$ cat src/rtl/neuraedge_pe_requant.sv
// Requantizer behind a PE accumulator: bias, scale, round-shift and clamp
// in a 3-stage pipeline feeding an output FIFO with a saturation counter.
module neuraedge_pe_requant #(
   parameter int unsigned ACCUM_WIDTH = 32,
   parameter int unsigned OUT_WIDTH   = 8,
   parameter int unsigned FIFO_DEPTH  = 8
) (
   input  logic                   clk,
   input  logic                   reset,
   input  logic                   in_valid,
   output logic                   in_ready,
   input  logic [ACCUM_WIDTH-1:0] in_accum,
   input  logic                   cfg_load,
   input  logic [15:0]            cfg_mult,
   input  logic [4:0]             cfg_shift,
   input  logic [ACCUM_WIDTH-1:0] cfg_bias,
   input  logic                   cfg_relu,
   input  logic [1:0]             cfg_precision,
   output logic                   out_valid,
   input  logic                   out_ready,
   output logic [OUT_WIDTH-1:0]   out_data,
   output logic                   out_sat,
   input  logic                   stat_clear,
   output logic [15:0]            sat_count,
   output logic                   busy
);

   localparam int unsigned SW   = ACCUM_WIDTH + 1;
   localparam int unsigned PW   = SW + 17;
   localparam int unsigned RW   = (PW + 1 > 34) ? PW + 1 : 34;
   localparam int unsigned CW   = $clog2(FIFO_DEPTH + 1);
   localparam int unsigned PTRW = (FIFO_DEPTH > 1) ? $clog2(FIFO_DEPTH) : 1;

   typedef enum logic [1:0] {
      PREC_INT8 = 2'd0,
      PREC_INT4 = 2'd1,
      PREC_INT2 = 2'd2,
      PREC_INT1 = 2'd3
   } prec_e;

   logic [15:0]            cfg_mult_q;
   logic [4:0]             cfg_shift_q;
   logic [ACCUM_WIDTH-1:0] cfg_bias_q;
   logic                   cfg_relu_q;
   prec_e                  cfg_prec_q;

   logic                   s1_vld_q, s2_vld_q, s3_vld_q;
   logic signed [SW-1:0]   s1_sum_q, s1_sum_d;
   logic signed [PW-1:0]   s2_prod_q, s2_prod_d;
   logic [OUT_WIDTH-1:0]   s3_data_q, s3_data_d;
   logic                   s3_sat_q, s3_sat_d;

   logic [CW-1:0]          occ_q, occ_d, fcnt_q, fcnt_d;
   logic [PTRW-1:0]        wr_ptr_q, wr_ptr_d, rd_ptr_q, rd_ptr_d;
   logic [OUT_WIDTH:0]     mem_q [FIFO_DEPTH];
   logic [15:0]            sat_cnt_q, sat_cnt_d;

   logic                   accept, pop;
   logic signed [RW-1:0]   rnd_ext, rnd_half, rnd_sum, rnd, lo_w, hi_w, clamped;
   logic signed [8:0]      lo, hi;

   // Occupancy covers pipeline and FIFO, so in_ready never depends on out_ready.
   assign in_ready  = (occ_q < CW'(FIFO_DEPTH));
   assign busy      = (occ_q != '0);
   assign out_valid = (fcnt_q != '0);
   assign accept    = in_valid && in_ready;
   assign pop       = out_valid && out_ready;
   assign out_data  = out_valid ? mem_q[rd_ptr_q][OUT_WIDTH-1:0] : '0;
   assign out_sat   = out_valid && mem_q[rd_ptr_q][OUT_WIDTH];
   assign sat_count = sat_cnt_q;

   always_comb begin
      s1_sum_d  = $signed({in_accum[ACCUM_WIDTH-1], in_accum})
                + $signed({cfg_bias_q[ACCUM_WIDTH-1], cfg_bias_q});
      s2_prod_d = PW'(s1_sum_q) * PW'($signed({1'b0, cfg_mult_q}));

      rnd_ext  = RW'(s2_prod_q);
      rnd_half = RW'(1) << (cfg_shift_q - 5'd1);
      rnd_sum  = rnd_ext + rnd_half;
      rnd      = (cfg_shift_q == 5'd0) ? rnd_ext : (rnd_sum >>> cfg_shift_q);

      lo = -9'sd128;
      hi = 9'sd127;
      case (cfg_prec_q)
         PREC_INT8: begin lo = -9'sd128; hi = 9'sd127; end
         PREC_INT4: begin lo = -9'sd8;   hi = 9'sd7;   end
         PREC_INT2: begin lo = -9'sd2;   hi = 9'sd1;   end
         PREC_INT1: begin lo = 9'sd0;    hi = 9'sd1;   end
         default:   begin lo = -9'sd128; hi = 9'sd127; end
      endcase
      if (cfg_relu_q) lo = '0;
      lo_w = RW'(lo);
      hi_w = RW'(hi);

      clamped  = rnd;
      s3_sat_d = 1'b0;
      if (rnd > hi_w) begin
         clamped  = hi_w;
         s3_sat_d = 1'b1;
      end else if (rnd < lo_w) begin
         clamped  = lo_w;
         s3_sat_d = 1'b1;
      end
      s3_data_d = clamped[OUT_WIDTH-1:0];
   end

   always_comb begin
      occ_d    = occ_q + CW'(accept) - CW'(pop);
      fcnt_d   = fcnt_q + CW'(s3_vld_q) - CW'(pop);
      wr_ptr_d = wr_ptr_q;
      rd_ptr_d = rd_ptr_q;
      if (s3_vld_q)
         wr_ptr_d = (wr_ptr_q == PTRW'(FIFO_DEPTH - 1)) ? '0 : wr_ptr_q + PTRW'(1);
      if (pop)
         rd_ptr_d = (rd_ptr_q == PTRW'(FIFO_DEPTH - 1)) ? '0 : rd_ptr_q + PTRW'(1);
      sat_cnt_d = sat_cnt_q;
      if (stat_clear)
         sat_cnt_d = '0;
      else if (s3_vld_q && s3_sat_q && sat_cnt_q != '1)
         sat_cnt_d = sat_cnt_q + 16'd1;
   end

   always_ff @(posedge clk) begin
      if (reset) begin
         cfg_mult_q  <= 16'd1;
         cfg_shift_q <= '0;
         cfg_bias_q  <= '0;
         cfg_relu_q  <= 1'b0;
         cfg_prec_q  <= PREC_INT8;
         s1_vld_q    <= 1'b0;
         s2_vld_q    <= 1'b0;
         s3_vld_q    <= 1'b0;
         occ_q       <= '0;
         fcnt_q      <= '0;
         wr_ptr_q    <= '0;
         rd_ptr_q    <= '0;
         sat_cnt_q   <= '0;
      end else begin
         if (cfg_load && !busy) begin
            cfg_mult_q  <= cfg_mult;
            cfg_shift_q <= cfg_shift;
            cfg_bias_q  <= cfg_bias;
            cfg_relu_q  <= cfg_relu;
            cfg_prec_q  <= prec_e'(cfg_precision);
         end
         s1_vld_q  <= accept;
         s2_vld_q  <= s1_vld_q;
         s3_vld_q  <= s2_vld_q;
         occ_q     <= occ_d;
         fcnt_q    <= fcnt_d;
         wr_ptr_q  <= wr_ptr_d;
         rd_ptr_q  <= rd_ptr_d;
         sat_cnt_q <= sat_cnt_d;
      end
   end

   // Datapath and storage are qualified by the valids, so they need no reset.
   always_ff @(posedge clk) begin
      if (accept)   s1_sum_q  <= s1_sum_d;
      if (s1_vld_q) s2_prod_q <= s2_prod_d;
      if (s2_vld_q) begin
         s3_data_q <= s3_data_d;
         s3_sat_q  <= s3_sat_d;
      end
      if (s3_vld_q) mem_q[wr_ptr_q] <= {s3_sat_q, s3_data_q};
   end

endmodule

$ cat config.mk
export PLATFORM = sky130hd
export DESIGN_NAME = neuraedge_pe_requant
export DESIGN_NICKNAME = d
export VERILOG_FILES = /design/src/rtl/neuraedge_pe_requant.sv
export SDC_FILE = /design/constraint.sdc
export NUM_CORES = 2
export LEC_CHECK = 0
export BUFFER_PORTS_ARGS = -buffer_cell sky130_fd_sc_hd__buf_4
export CAP_MARGIN = 40
export CORE_UTILIZATION = 40
export DETAILED_ROUTE_END_ITERATION = 10
export HOLD_SLACK_MARGIN = 0.03
export PLACE_DENSITY = 0.65
export SYNTH_ARGS = -nofsm -noshare
export SYNTH_HDL_FRONTEND = slang
export SYNTH_SLANG_ARGS = --single-unit
$ cat constraint.sdc
create_clock -name clk -period 24.9 [get_ports clk]
set_input_delay 1.245 -clock clk [delete_from_list [all_inputs] [get_ports clk]]
set_output_delay 1.245 -clock clk [all_outputs]
set_load 0.02 [all_outputs]
* After elaboration in Yosys (flattened, before gate mapping)
Memories as Yosys holds them, arrays and structs flattened. A register that Yosys moved wholly into a read port is not among the register bits. Index checks and enable logic that the tools add are counted.
Cells by class: add/subtract/negate cells 10, $mul 1, magnitude comparators 3, equality and inequality tests 6, shift operators 2, multiplexer cells 14, reductions and logical operators 13
Operator list (count):
- 50-bit by 51-bit adder with 51-bit output | 1
- 51-bit by 9-bit greater-than comparator with 1-bit output | 1
- 51-bit by 9-bit less-than comparator with 1-bit output | 1
- 51-bit two-way mux | 1
- 1-bit by 5-bit left shift with 51-bit output (first input constant) | 1
- 51-bit by 5-bit >>> shifter with 51-bit output | 1
- 33-bit by 17-bit multiplier with 50-bit output | 1
- 9-bit one-hot mux with 4 select lines | 1
- 32-bit by 32-bit adder with 33-bit output | 1
- 9-bit one-hot mux with 3 select lines | 1
- 8-bit two-way mux | 3
- 16-bit by 1-bit adder with 16-bit output (second input constant) | 1
- 16-bit != test (second input constant) | 1
- 3-bit two-way mux | 4
- 9-bit two-way mux | 1
- 4-bit by 1-bit adder with 4-bit output | 2
- 4-bit nonzero test | 2
- 4-bit by 1-bit subtractor with 4-bit output | 2
- 3-bit by 1-bit adder with 3-bit output (second input constant) | 2
- 3-bit == test (second input constant) | 2
- 1-bit logical AND | 6
- 5-bit zero test | 1
- 5-bit by 1-bit subtractor with 5-bit output (second input constant) | 1
- 2-bit == test (second input constant) | 2
- other kinds (6) | 9
Word-level totals: bits in registers 181, memory bits (writable) 72, bits of input ports 94, output and inout port bits 28, logic and storage cells 67, memories 1
Memory list:
- mem_q | words 8, width 9, read ports 1, clocked after memory_dff 1, write ports 1, line 55 | logic [OUT_WIDTH:0] mem_q [FIFO_DEPTH];

* Longest topological paths before layout
depth in word-level cells 8, gate-level depth with buffers 38, gate-level depth less buffers 34

* Least setup slack after synthesis
Ideal clock, no wire load.
path kind register to register, from register cfg_shift_q[4], to register s3_data_q[6] (data pin), setup time 0.259 ns, arrival time 7.604 ns, required time 24.641 ns, slack 17.038 ns, stages on the path, launching flop included 37, path buffers 5, clock period less this slack 7.862 ns, path through dfxtp_1 -> buf_4 -> clkbuf_8 -> clkbuf_1 -> clkbuf_1 -> buf_1 -> xnor2_1 -> nand2_1 -> nor2_1 -> ha_1 -> fa_1 -> a211oi_2 -> o21ai_4 -> a211o_4 -> a2111oi_4 -> o31a_4 -> mux2i_1 -> nor3_1 -> a221oi_1 -> a41oi_1 -> mux2_2 -> ha_1 -> a21o_1 -> a21o_1 -> a21o_1 -> a21o_1 -> a21o_1 -> a21o_1 -> a21o_1 -> a21oi_1 -> nand3_1 -> a31o_2 -> nand3_1 -> o211ai_2 -> mux2_2 -> a22o_1 -> a211o_1
Between the ends: word-level cells in the longest chain between the ends 8, elaborated cells between the ends (all ways) 10, those cells by class add/sub: 2; order compare: 2; shift: 2; mux: 3; reduce/logical: 1
Ends and longest elaborated chain:
- from (decl) | line 42 | logic [4:0] cfg_shift_q;
- from (signal assigned) | line 141 | cfg_shift_q <= cfg_shift;
- 5-bit by 1-bit subtractor with 5-bit output | line 78 | rnd_half = RW'(1) << (cfg_shift_q - 5'd1);
- 1-bit by 5-bit left shift with 51-bit output | line 78
- 50-bit by 51-bit adder with 51-bit output | line 79 | rnd_sum = rnd_ext + rnd_half;
- 51-bit by 5-bit >>> shifter with 51-bit output | line 80 | rnd = (cfg_shift_q == 5'd0) ? rnd_ext : (rnd_sum >>> cfg_shift_q);
- 51-bit two-way mux (*) | line 80
- 51-bit by 9-bit less-than comparator with 1-bit output | line 100 | end else if (rnd < lo_w) begin
- 8-bit two-way mux | line 100
- 8-bit two-way mux (*) | line 97 | if (rnd > hi_w) begin
- net clamped[6] | line 59 | logic signed [RW-1:0] rnd_ext, rnd_half, rnd_sum, rnd, lo_w, hi_w, clamped;
- to (signal assigned) | line 162 | s3_data_q <= s3_data_d;
- to (decl) | line 50 | logic [OUT_WIDTH-1:0] s3_data_q, s3_data_d;
The timed path passes the listed nets; every way through them passes the cells marked *. A chain may end at the register's enable or synchronous reset.

* Final worst setup path
from register cfg_shift_q[1], to register s3_data_q[6] (data pin)
Same word-level chain as after synthesis.

==> impl_metrics.csv <==
group,metric,value,unit
global_routing,groute.usage.overall,24.2,%
clock_tree,cts.path.max_buffers,3,
timing,grt_setup_unrepaired,"no",
floorplanning,fp-row-count,113,
critical_path,worst-r2r-setup-slack,14.83,ns
timing,finalClockSkew,0.0617,ns
synthesis,synthDistinctLibCells,117,
floorplanning,core-area,95200,sq um
synthesis,synth.ff_latch_count,256,
critical_path,reg2reg_depth,32,
timing,timing.setup.tns,0,ns
global_routing,grt_pass1_wl,186000,um
critical_path,crit_path_max_incr_delay,0.81,ns
clock_tree,clk-insertion-delay-late,0.64,ns
synthesis,async_flop_share,0,%
placement,dpl_cell_area,40500,sq um
pwr,internal-power,2910,uW
detailed_routing,routedWlPerCell,20.9,um
floorplanning,initial_core_util,40.4,%
synthesis,post_synth.cell_area_avg,8.82,sq um
synthesis,yosys.area.top_type,"fa_1",
detailed_routing,initialDrtViolationCount,2716,
timing,relSlewSlack,30.7,%
cells_and_area,antenna_cells_inserted,0,
detailed_routing,drt_first_pass_iters,6,
cells_and_area,syn_to_final_growth,7.85,%
pwr,power_per_cell_area,150,nW/um^2
clock_tree,post_cts_resize_count,0,
timing,final_min_period_over_clock_period,40.4,%
timing,report.final.setup_viol,0,
critical_path,setup.worst_path.start,"cfg_shift_q[1]",
critical_path,termination_of_the_worst_setup_path,"s3_data_q[6]",
worst_hold_path,worstHoldPathType,"register to register",
placement,place.port_buffers,121,
timing,final-hold-violation-count,0,
pwr,power.static_leakage,0.0178,uW
synthesis,yosys_warnings,0,
critical_path,critical_path_peak_fanout,32,
cells_and_area,post-route-cell-area,41500,sq um
synthesis,syn-instance-count,4360,
global_routing,antenna_found_initial,1,
clock_tree,num_cts_buffers,29,
status,status,"finished clean",
critical_path,cpMaxStageDelayCell,"ha_1",
job,max-cap-violations,0,
critical_path,worstPathBufferInverterCount,4,
critical_path,cp.arrival,10.45,ns
clock_tree,tritoncts,"built",
floorplanning,die-width,312,um
cells_and_area,finish.net_count,5217,
global_routing,gr-total-overflow,0,
critical_path,critical_path.top_delay_family,"compound AO/OA/AOI/OAI gates",
worst_hold_path,hold_path_depth,2,
detailed_routing,viasPerCell,5.64,
pwr,sequentialPowerShare,15.2,%
clock_tree,clock_sink_count,256,
timing,finalMaxSlewViolations,0,
placement,post_detail_place_hpwl,91800,um
global_routing,grt_pass1_vias,31800,
synthesis,synth-edff-count,164,
synthesis,netlist_area,38400,sq um
synthesis,seq_area_frac_synth,17.6,%
pwr,power_dissipated_by_switching_net_loads,3310,uW
detailed_routing,postRouteWirelength,118000,um
pwr,swShare,53.2,%
clock_tree,clkSlewWorstSetupHoldPaths,0.06,ns
timing,tightest_slew,1.01,ns
detailed_routing,antenna_violating_nets_post_route,0,
pwr,pwr-share-clk,7.2,%
clock_tree,cts_hold_buf,0,
clock_tree,postCtsSetupRepairBufs,0,
cells_and_area,drive_gt1_share,8.74,%
floorplanning,dieHeight,312,um
critical_path,timing.critical_path.required,25.29,ns
clock_tree,cts-htree-levels,1,
critical_path,critPathKind,"register to register",
detailed_routing,dr_total_vias,31800,
synthesis,synth_top_area_share,26.4,%
timing,timing.fmax,0.0993,GHz
floorplanning,fp.dieArea,97400,sq um
synthesis,synth_area_leaders,"fa_1, edfxtp_1, ha_1, nand2_1, inv_1",
critical_path,setup.worst_path.start_class,"register",
clock_tree,root_buffer,"clkbuf_16",
placement,gpl.final_weighted_congestion,1.02,
synthesis,synth_fp_nets,5218,
critical_path,critical_path.reg2reg.endpoint,"s3_data_q[6]",
critical_path,end_kind,"register",
critical_path,crit_cells,32,
synthesis,synth_ff_type,"edfxtp_1",
floorplanning,boundaryPins,122,
global_routing,largest_net_degree_at_the_start_of_global_routing,62,
detailed_routing,route.detailed.drc,0,
pwr,comb_power_share,77.7,%
pwr,vdd_ir_drop_max,0.0950,mV
critical_path,r2r-start,"cfg_shift_q[1]",
timing,post-route-min-period,10.07,ns
## cell usage after synthesis (27+ instances only)
| cell | n |
|---|---|
| ha_1 | 257 |
| xor2_1 | 35 |
| fa_1 | 507 |
| a21oi_1 | 213 |
| nand4_1 | 38 |
| inv_1 | 601 |
| and2_1 | 224 |
| xnor2_1 | 83 |
| nand2b_1 | 30 |
| a211oi_1 | 43 |
| edfxtp_1 | 164 |
| nor3_1 | 60 |
| o21ai_0 | 102 |
| mux4_2 | 32 |
| a31oi_1 | 27 |
| nor2_1 | 287 |
| nor2b_1 | 28 |
| a21o_1 | 56 |
| nand3_1 | 62 |
| mux2i_1 | 62 |
| o211ai_1 | 45 |
| dfxtp_1 | 92 |
| nand2_1 | 661 |
| clkbuf_1 | 166 |
## per-layer routing
| layer | vias to the layer above | global-route usage (%) | routed length (um) |
|---|---|---|---|
| met5 | - | 0 | 0 |
| met4 | 0 | 7.11 | 3810 |
| met3 | 227 | 3.64 | 10700 |
| met2 | 1482 | 38.4 | 52500 |
| met1 | 15600 | 34.1 | 51300 |
| li1 | 14500 | - | - |
## state kept, by name, indices dropped and copies added (netlist names), 2 cells and up, named ones only
register / count
mem_q: 72
s2_prod_q: 50
s1_sum_q: 33
cfg_bias_q: 32
cfg_mult_q: 16
sat_count: 16
s3_data_q: 8
cfg_shift_q: 5
fcnt_q: 4
occ_q: 4
rd_ptr_q: 3
wr_ptr_q: 3
cfg_prec_q: 2
## placed cells by master (no fill, tap or decap), types with 102 or more instances in the layout
master and instances:
nand2_1 660, a21oi_1 213, buf_4 182, edfxtp_1 164, fa_1 507, ha_1 257, nor2_1 287, o21ai_0 102
inv_1 601, and2_1 223
## through the flow
step | hold slack, ns | cells | total power [uW] | utilization, % | setup slack [ns]
CTS | 0.459 | 5647 | 6210 | 43.6 | 15.14
finish | 0.456 | 5647 | 6220 | 43.6 | 14.83
detailed placement | 0.451 | 5593 | 5730 | 42.5 | 15.20
global route | 0.472 | 5647 | 6840 | 43.6 | 14.37
global placement | 0.441 | 5577 | 5670 | 42.4 | 15.14
floorplan | 0.440 | 4360 | 4420 | - | 17.04
## power groups by stage
stage | registers [uW] | clock network, uW | logic (uW)
floorplan | 778 | 0 | 3640
global placement | 941 | 0 | 4720
detailed placement | 938 | 0 | 4790
CTS | 930 | 459 | 4820
global route | 945 | 471 | 5420
finish | 942 | 447 | 4830
## kinds of logic (layout without fill, tap and decap cells)
logic type / Yosys count / count (layout) / synth area share (%)
adder cells (fa/ha/maj): 764 / 764 / 34.8
AO/OA/AOI/OAI: 768 / 768 / 13.8
flip-flops: 256 / 256 / 17.6
AND/OR/NAND/NOR: 1515 / 1515 / 18.5
buffers and inverters: 827 / 849 / 8.63
multiplexers: 111 / 111 / 3.99
XOR/XNOR: 119 / 119 / 2.73
## worst min-delay path: stages (launching register included)
cell and delay, ns:
dfxtp_1 0.31, nand2_1 0.05, a21oi_1 0.05
## layout make-up
| class | instances | area, sq um |
|---|---|---|
| clock buffers | 44 | 897 |
| inverters | 607 | 2280 |
| flip-flops and latches | 256 | 6780 |
| fillers | 9379 | 53700 |
| multi-input cells | 3277 | 28400 |
| well taps | 1265 | 1580 |
| repair buffers | 188 | 1450 |
| clock inverters | 10 | 105 |
## worst min path at each step
stage	start	end
floorplan	cfg_bias_q[0]	cfg_bias_q[0]
global placement	cfg_mult_q[0]	cfg_mult_q[0]
detailed placement	cfg_mult_q[15]	cfg_mult_q[15]
CTS	cfg_mult_q[15]	cfg_mult_q[15]
global route	cfg_bias_q[29]	cfg_bias_q[29]
finish	cfg_mult_q[15]	cfg_mult_q[15]
(Power assumes the default switching activity.)
